===== config.mk =====
export PLATFORM = sky130hd
export DESIGN_NAME = fetch_unit_flat
export DESIGN_NICKNAME = d
export VERILOG_FILES = /design/src/rtl/fetch_unit_pkg.sv /design/src/rtl/fetch_unit_if.sv /design/src/rtl/fetch_unit_pc_reg.sv /design/src/rtl/fetch_unit.sv /design/src/flat_wrapper.sv
export SDC_FILE = /design/constraint.sdc
export NUM_CORES = 1
export LEC_CHECK = 0
export BUFFER_PORTS_ARGS = -buffer_cell sky130_fd_sc_hd__buf_2
export CORE_UTILIZATION = 30
export CTS_CLUSTER_DIAMETER = 200
export CTS_CLUSTER_SIZE = 16
export DETAILED_ROUTE_END_ITERATION = 6
export PLACE_DENSITY_LB_ADDON = 0.1
export SLEW_MARGIN = 0
export SYNTH_ARGS = -nofsm -noshare
export SYNTH_HDL_FRONTEND = slang
export SYNTH_SLANG_ARGS = --single-unit

===== constraint.sdc =====
create_clock -name clk -period 2.3 [get_ports clk]
set_input_delay 0 -clock clk [delete_from_list [all_inputs] [get_ports clk]]
set_output_delay 0 -clock clk [all_outputs]
set_load 0.01 [all_outputs]

===== src/rtl/fetch_unit_pkg.sv =====
// Shared definitions for the fetch stage and the main decoder:
// FSM state encoding, primary opcodes and the default reset PC.
package fetch_unit_pkg;

  // Fetch FSM states (1-bit encoding)
  typedef enum logic [0:0] {
    FS_REQ   = 1'b0,  // request outstanding on the instruction bus
    FS_ISSUE = 1'b1   // instruction held and valid
  } fetch_state_e;

  // Primary opcodes, instr[31:26]
  localparam logic [5:0] OP_RTYPE = 6'b000000;
  localparam logic [5:0] OP_LW    = 6'b100011;
  localparam logic [5:0] OP_SW    = 6'b101011;
  localparam logic [5:0] OP_BEQ   = 6'b000100;
  localparam logic [5:0] OP_ADDI  = 6'b001000;
  localparam logic [5:0] OP_J     = 6'b000010;

  localparam logic [31:0] DEFAULT_RESET_PC = 32'h0000_0000;

  // Instruction fetches are word aligned; the two low address bits are dropped
  function automatic logic [31:0] word_align(input logic [31:0] addr);
    return {addr[31:2], 2'b00};
  endfunction

endpackage


===== src/rtl/fetch_unit_if.sv =====
// Instruction-memory bus between the fetch unit (master) and memory (slave).
interface fetch_unit_if;
  import fetch_unit_pkg::*;

  logic        imem_req;
  logic [31:0] imem_addr;
  logic        imem_ready;
  logic [31:0] imem_rdata;

  modport master (
    output imem_req,
    output imem_addr,
    input  imem_ready,
    input  imem_rdata
  );

  modport slave (
    input  imem_req,
    input  imem_addr,
    output imem_ready,
    output imem_rdata
  );

endinterface


===== src/rtl/fetch_unit_pc_reg.sv =====
// 32-bit program-counter register with asynchronous reset and load enable.
module pc_reg
  import fetch_unit_pkg::*;
#(
  parameter logic [31:0] RESET_VAL = DEFAULT_RESET_PC
) (
  input  logic        clk,
  input  logic        rst,
  input  logic        en_i,
  input  logic [31:0] d_i,
  output logic [31:0] q_o
);

  logic [31:0] pc_q;

  // Hold the PC; load a new value only when enabled
  always_ff @(posedge clk or posedge rst) begin
    if (rst) begin
      pc_q <= RESET_VAL;
    end else if (en_i) begin
      pc_q <= d_i;
    end else begin
      pc_q <= pc_q;
    end
  end

  assign q_o = pc_q;

endmodule


===== src/rtl/fetch_unit.sv =====
// Two-state instruction fetch unit: requests the word at PC, holds it until
// downstream accepts, then advances PC (sequential, branch or jump). An
// optional timeout drops and re-issues a request that memory never answers.
module fetch_unit
  import fetch_unit_pkg::*;
#(
  parameter logic [31:0] RESET_PC     = DEFAULT_RESET_PC,
  parameter int unsigned IMEM_TIMEOUT = 0
) (
  input  logic                clk,
  input  logic                reset,
  fetch_unit_if.master        imem,
  input  logic                stall_i,
  input  logic                branch_taken_i,
  input  logic [31:0]         branch_target_i,
  output logic [31:0]         instr_o,
  output logic [5:0]          op_o,
  output logic                instr_valid_o,
  output logic [31:0]         pcplus4_o
);

  localparam logic [0:0] S_REQ   = FS_REQ;
  localparam logic [0:0] S_ISSUE = FS_ISSUE;

  // A zero timeout disables the counter; keep it one bit wide in that case
  localparam int unsigned   TW        = (IMEM_TIMEOUT > 0) ? $clog2(IMEM_TIMEOUT + 1) : 1;
  localparam bit            TMO_EN    = (IMEM_TIMEOUT > 0);
  localparam logic [TW-1:0] TMO_LIMIT = TW'(IMEM_TIMEOUT);

  logic [0:0]    state_q, state_d;
  logic [31:0]   instr_q, instr_d;
  logic [TW-1:0] tmo_q, tmo_d;
  logic          drop_q, drop_d;

  logic [31:0]   pc;
  logic [31:0]   pcplus4;
  logic [31:0]   next_pc;
  logic          pc_load;
  logic          req_active;

  assign pcplus4    = pc + 32'd4;
  assign req_active = (state_q == S_REQ) && !drop_q;

  pc_reg #(
    .RESET_VAL (word_align(RESET_PC))
  ) u_pc_reg (
    .clk  (clk),
    .rst  (reset),
    .en_i (pc_load),
    .d_i  (next_pc),
    .q_o  (pc)
  );

  // Next-PC select: jump beats a taken branch, otherwise fall through
  always_comb begin
    if (instr_q[31:26] == OP_J) begin
      next_pc = {pcplus4[31:28], instr_q[25:0], 2'b00};
    end else if (branch_taken_i) begin
      next_pc = word_align(branch_target_i);
    end else begin
      next_pc = pcplus4;
    end
  end

  // FSM transitions, instruction capture and request timeout
  always_comb begin
    state_d = state_q;
    instr_d = instr_q;
    tmo_d   = tmo_q;
    drop_d  = 1'b0;
    pc_load = 1'b0;
    case (state_q)
      S_REQ: begin
        if (drop_q) begin
          // request withdrawn for this cycle; re-issue at the same PC next
          tmo_d = '0;
        end else if (imem.imem_ready) begin
          instr_d = imem.imem_rdata;
          state_d = S_ISSUE;
          tmo_d   = '0;
        end else if (TMO_EN && ((tmo_q + TW'(1)) == TMO_LIMIT)) begin
          drop_d = 1'b1;
          tmo_d  = '0;
        end else begin
          tmo_d = tmo_q + TW'(1);
        end
      end
      S_ISSUE: begin
        // redirect inputs only matter on the edge the instruction is released
        if (!stall_i) begin
          pc_load = 1'b1;
          state_d = S_REQ;
          tmo_d   = '0;
        end else begin
          state_d = S_ISSUE;
        end
      end
      default: begin
        state_d = S_REQ;
        tmo_d   = '0;
      end
    endcase
  end

  // State registers; reset discards any outstanding or held fetch
  always_ff @(posedge clk or posedge reset) begin
    if (reset) begin
      state_q <= S_REQ;
      instr_q <= 32'h0000_0000;
      tmo_q   <= '0;
      drop_q  <= 1'b0;
    end else begin
      state_q <= state_d;
      instr_q <= instr_d;
      tmo_q   <= tmo_d;
      drop_q  <= drop_d;
    end
  end

  // No request is presented while reset is held
  assign imem.imem_req  = req_active && !reset;
  assign imem.imem_addr = pc;

  assign instr_o       = instr_q;
  assign op_o          = instr_q[31:26];
  assign instr_valid_o = (state_q == S_ISSUE);
  assign pcplus4_o     = pcplus4;

endmodule


===== src/flat_wrapper.sv =====
// flat-port wrapper written by rule: the top's interface ports become plain ports
module fetch_unit_flat import fetch_unit_pkg::*;
#(
  parameter logic [31:0] RESET_PC     = DEFAULT_RESET_PC,
  parameter int unsigned IMEM_TIMEOUT = 0
)
  (clk, reset, stall_i, branch_taken_i, branch_target_i, instr_o, op_o, instr_valid_o, pcplus4_o, imem_imem_req, imem_imem_addr, imem_imem_ready, imem_imem_rdata);
  fetch_unit_if imem_i ();
  input  logic clk;
  input  logic reset;
  input  logic stall_i;
  input  logic branch_taken_i;
  input  logic [31:0] branch_target_i;
  output logic [31:0] instr_o;
  output logic [5:0] op_o;
  output logic instr_valid_o;
  output logic [31:0] pcplus4_o;
  output wire logic [$bits(imem_i.imem_req)-1:0] imem_imem_req;
  output wire logic [$bits(imem_i.imem_addr)-1:0] imem_imem_addr;
  input wire logic [$bits(imem_i.imem_ready)-1:0] imem_imem_ready;
  input wire logic [$bits(imem_i.imem_rdata)-1:0] imem_imem_rdata;
  assign imem_imem_req = imem_i.imem_req;
  assign imem_imem_addr = imem_i.imem_addr;
  assign imem_i.imem_ready = imem_imem_ready;
  assign imem_i.imem_rdata = imem_imem_rdata;
  fetch_unit #(.RESET_PC(RESET_PC), .IMEM_TIMEOUT(IMEM_TIMEOUT)) u_core (.clk(clk), .reset(reset), .imem(imem_i), .stall_i(stall_i), .branch_taken_i(branch_taken_i), .branch_target_i(branch_target_i), .instr_o(instr_o), .op_o(op_o), .instr_valid_o(instr_valid_o), .pcplus4_o(pcplus4_o));
endmodule

==> run metrics <==
GRT Util Overall 20.53%; post-layout util 45.70%; hold path depth 3; CP endpoint kind primary output; Clock Tree Root clkbuf_16; vias in the first global route 3731; crit path setup slack, layout 49.73 ps; Post-Place Worst Slack 227.0 ps; VDD IR max 0.4269 mV; R2R depth 6; placed insts 725; count of final hold-check violations 0; required time worst endpoint 2300 ps; Seq cells post-synth 63; clock skew 5.902 ps; DR vias/cell 4.925; Iter 0 DRT Violations 189; CTS Sinks 63; std cell rows 40; Cell variety after synth 52; total I/O pin count 173; CORE AREA 0.01221 sq mm; max cap viols 0; Mapped Area 0.003809 sq mm; Post-DP Area 0.004915 sq mm; First-pass DRT Iterations 4; # Post-CTS Setup Buffers 0; post-DP HPWL 9433 um; reg-to-reg slack, setup 170 ps; final period demand of the worst path 2250 ps; Fillers 1209; DRC Markers 0; # setup viols final 0; GPL Wtd Cong 0.7824; worst skew pair latency 330 ps; CTS max path bufs 2; period utilisation layout 97.84%; ys flop type dfrtp_1; Critical Path AT 2250 ps; final cell count without fillers 777; Synth-to-Final Area Change 46.52%; f_max 0.4444 GHz; Max Fanout on Critical Path 5; startpoint types flip-flop; initial antenna violation count 0; CTS tree built; Die Wd 114.7 um; first-pass GRT wire length 20470 um; warnings from Yosys 0; Avg WL per Cell 16.85 um; Final Slew Violations 0; Final ANT Viol Nets 0; fin nets 674; H-tree levels 3; full die area 0.01315 sq mm; worst-margin pin slew 1143 ps; Reg clk slew, reported paths 60 ps; Chip Height 114.7 um; Rel. slew slack 23.83%; Vias 3827; Hold Path Class input port to flip-flop; status finished clean; number of antenna diodes 0; hold_ws 10.39 ps; unrepaired setup endpoints after global routing true; share of cells above drive strength 1 41.87%; Initial Util 31.19%; Post-synth EDFFs 0; GRT overflow 0; design area 0.005580 sq mm; Num CTS Buffers 9; Synth Instances 402; largest net degree at the start of global routing 39; PwrDens 918.0 mW/mm^2; average cell area after synthesis 9.474 sq um; register area share after synthesis 41.39%; critical path class flip-flop to primary output; P_leak 2.613 nW; Post-synth ARST share 100.0%; final wirelength 13090 um; # port buffers 166
-- metal layers --
metal  track usage [%]  part of all wire [%]  vias up
li1                  -                     -     1865
met1             28.52                    46     1800
met2             32.61                    47      148
met3             3.970                   6.2       14
met4             5.368                   1.2        0
met5                 0                     0        -
-- critical path, cell delays in order (launching register included) --
cell and delay [ps]:
dfrtp_1 470, nand4_1 320, buf_4 270, nor3_1 260, and3_2 300, xor2_1 150, buf_2 150
-- sequential cells by signal, indices dropped and copies added (netlist names) --
signal	count
u_core.instr_valid_o	1
u_core.u_pc_reg.q_o	30
u_core.instr_o	32
-- final timing paths --
path / to / from
worst max-delay path: pcplus4_o[19] / u_core.u_pc_reg.q_o[3]
worst min-delay path: u_core.u_pc_reg.q_o[29] / branch_target_i[29]
worst max register to register: u_core.u_pc_reg.q_o[20] / u_core.instr_o[27]
worst min register to register: u_core.instr_o[6] / u_core.instr_o[6]
max in group asynchronous: u_core.instr_o[28] / reset
min in group asynchronous: u_core.instr_o[9] / reset
-- through the flow --
step                      power, mW  setup TNS (ps)
after floorplan               2.893               0
after global routing          5.472          -61.80
after CTS                     5.133               0
after global placement        3.768               0
final                         5.123               0
after detailed placement      3.791               0
-- repair_timing --
action | CTS | global route
endpoints found under the setup margin | 1 | 9
hold buffers | 36 | 0
resized for setup | 1 | 7
cloned | 0 | 0
hold endpoints to repair | 60 | 0
pin swaps | 0 | 1
-- layout make-up --
class	instances	area (sq um)	area share, %
Clock buffer	12	256.5	4.596
Clock inverter	4	20.02	0.3587
Inverter	16	60.06	1.076
Multi-Input combinational cell	290	2034	36.46
Sequential cell	63	1580	28.32
Tap cell	168	210.2	3.767
Timing Repair Buffer	224	1419	25.43
-- report_power, final --
group	total (mW)	internal [mW]	switching [mW]
registers	1.84	1.42	0.425
clock network	1.26	0.780	0.483
logic	2.02	0.967	1.05
-- synthesized netlist by cell type (all sizes together) (5+ instances only) --
cell	n	area, sq um
o211ai	6	45.04
xor2	11	96.34
inv	15	56.30
and3	14	87.58
dfrtp	63	1577
mux2	32	360.4
a221oi	6	52.55
o22ai	12	75.07
o21ai	20	103.9
nand3	20	105.1
nand2	31	116.4
a21oi	29	145.1
nand4	13	100.1
clkbuf	16	60.06
nor2	19	71.32
buf	20	126.4
nor3	10	50.05
xnor2	17	148.9
mux2i	5	50.05
-- cells by family after synthesis --
| family | count (synthesis) | synth area share [%] |
|---|---|---|
| DFF | 63 | 41.39 |
| AOI/OAI and AO/OA | 97 | 16.52 |
| adders and majority gates | 1 | 0.3285 |
| and+or+nand+nor | 123 | 17.97 |
| other | 1 | 0.09846 |
| muxes | 37 | 10.78 |
| buffers and inverters | 52 | 6.472 |
| xor gates and xnor gates | 28 | 6.439 |
-- placed cells by master, fill, tap and decap left out, drive strengths merged, types with 6 or more instances in the layout --
cell type	synthesis	layout
a21oi	29	29
a221oi	6	6
and3	14	14
buf	20	188
clkbuf	16	12
dfrtp	63	63
dlygate4sd3	0	36
inv	15	15
mux2	32	32
nand2	31	31
nand3	20	20
nand4	13	13
nor2	19	19
nor3	10	10
o211ai	6	6
o21ai	20	20
o22ai	12	12
xnor2	17	17
xor2	11	11
(Power assumes the default switching activity.)
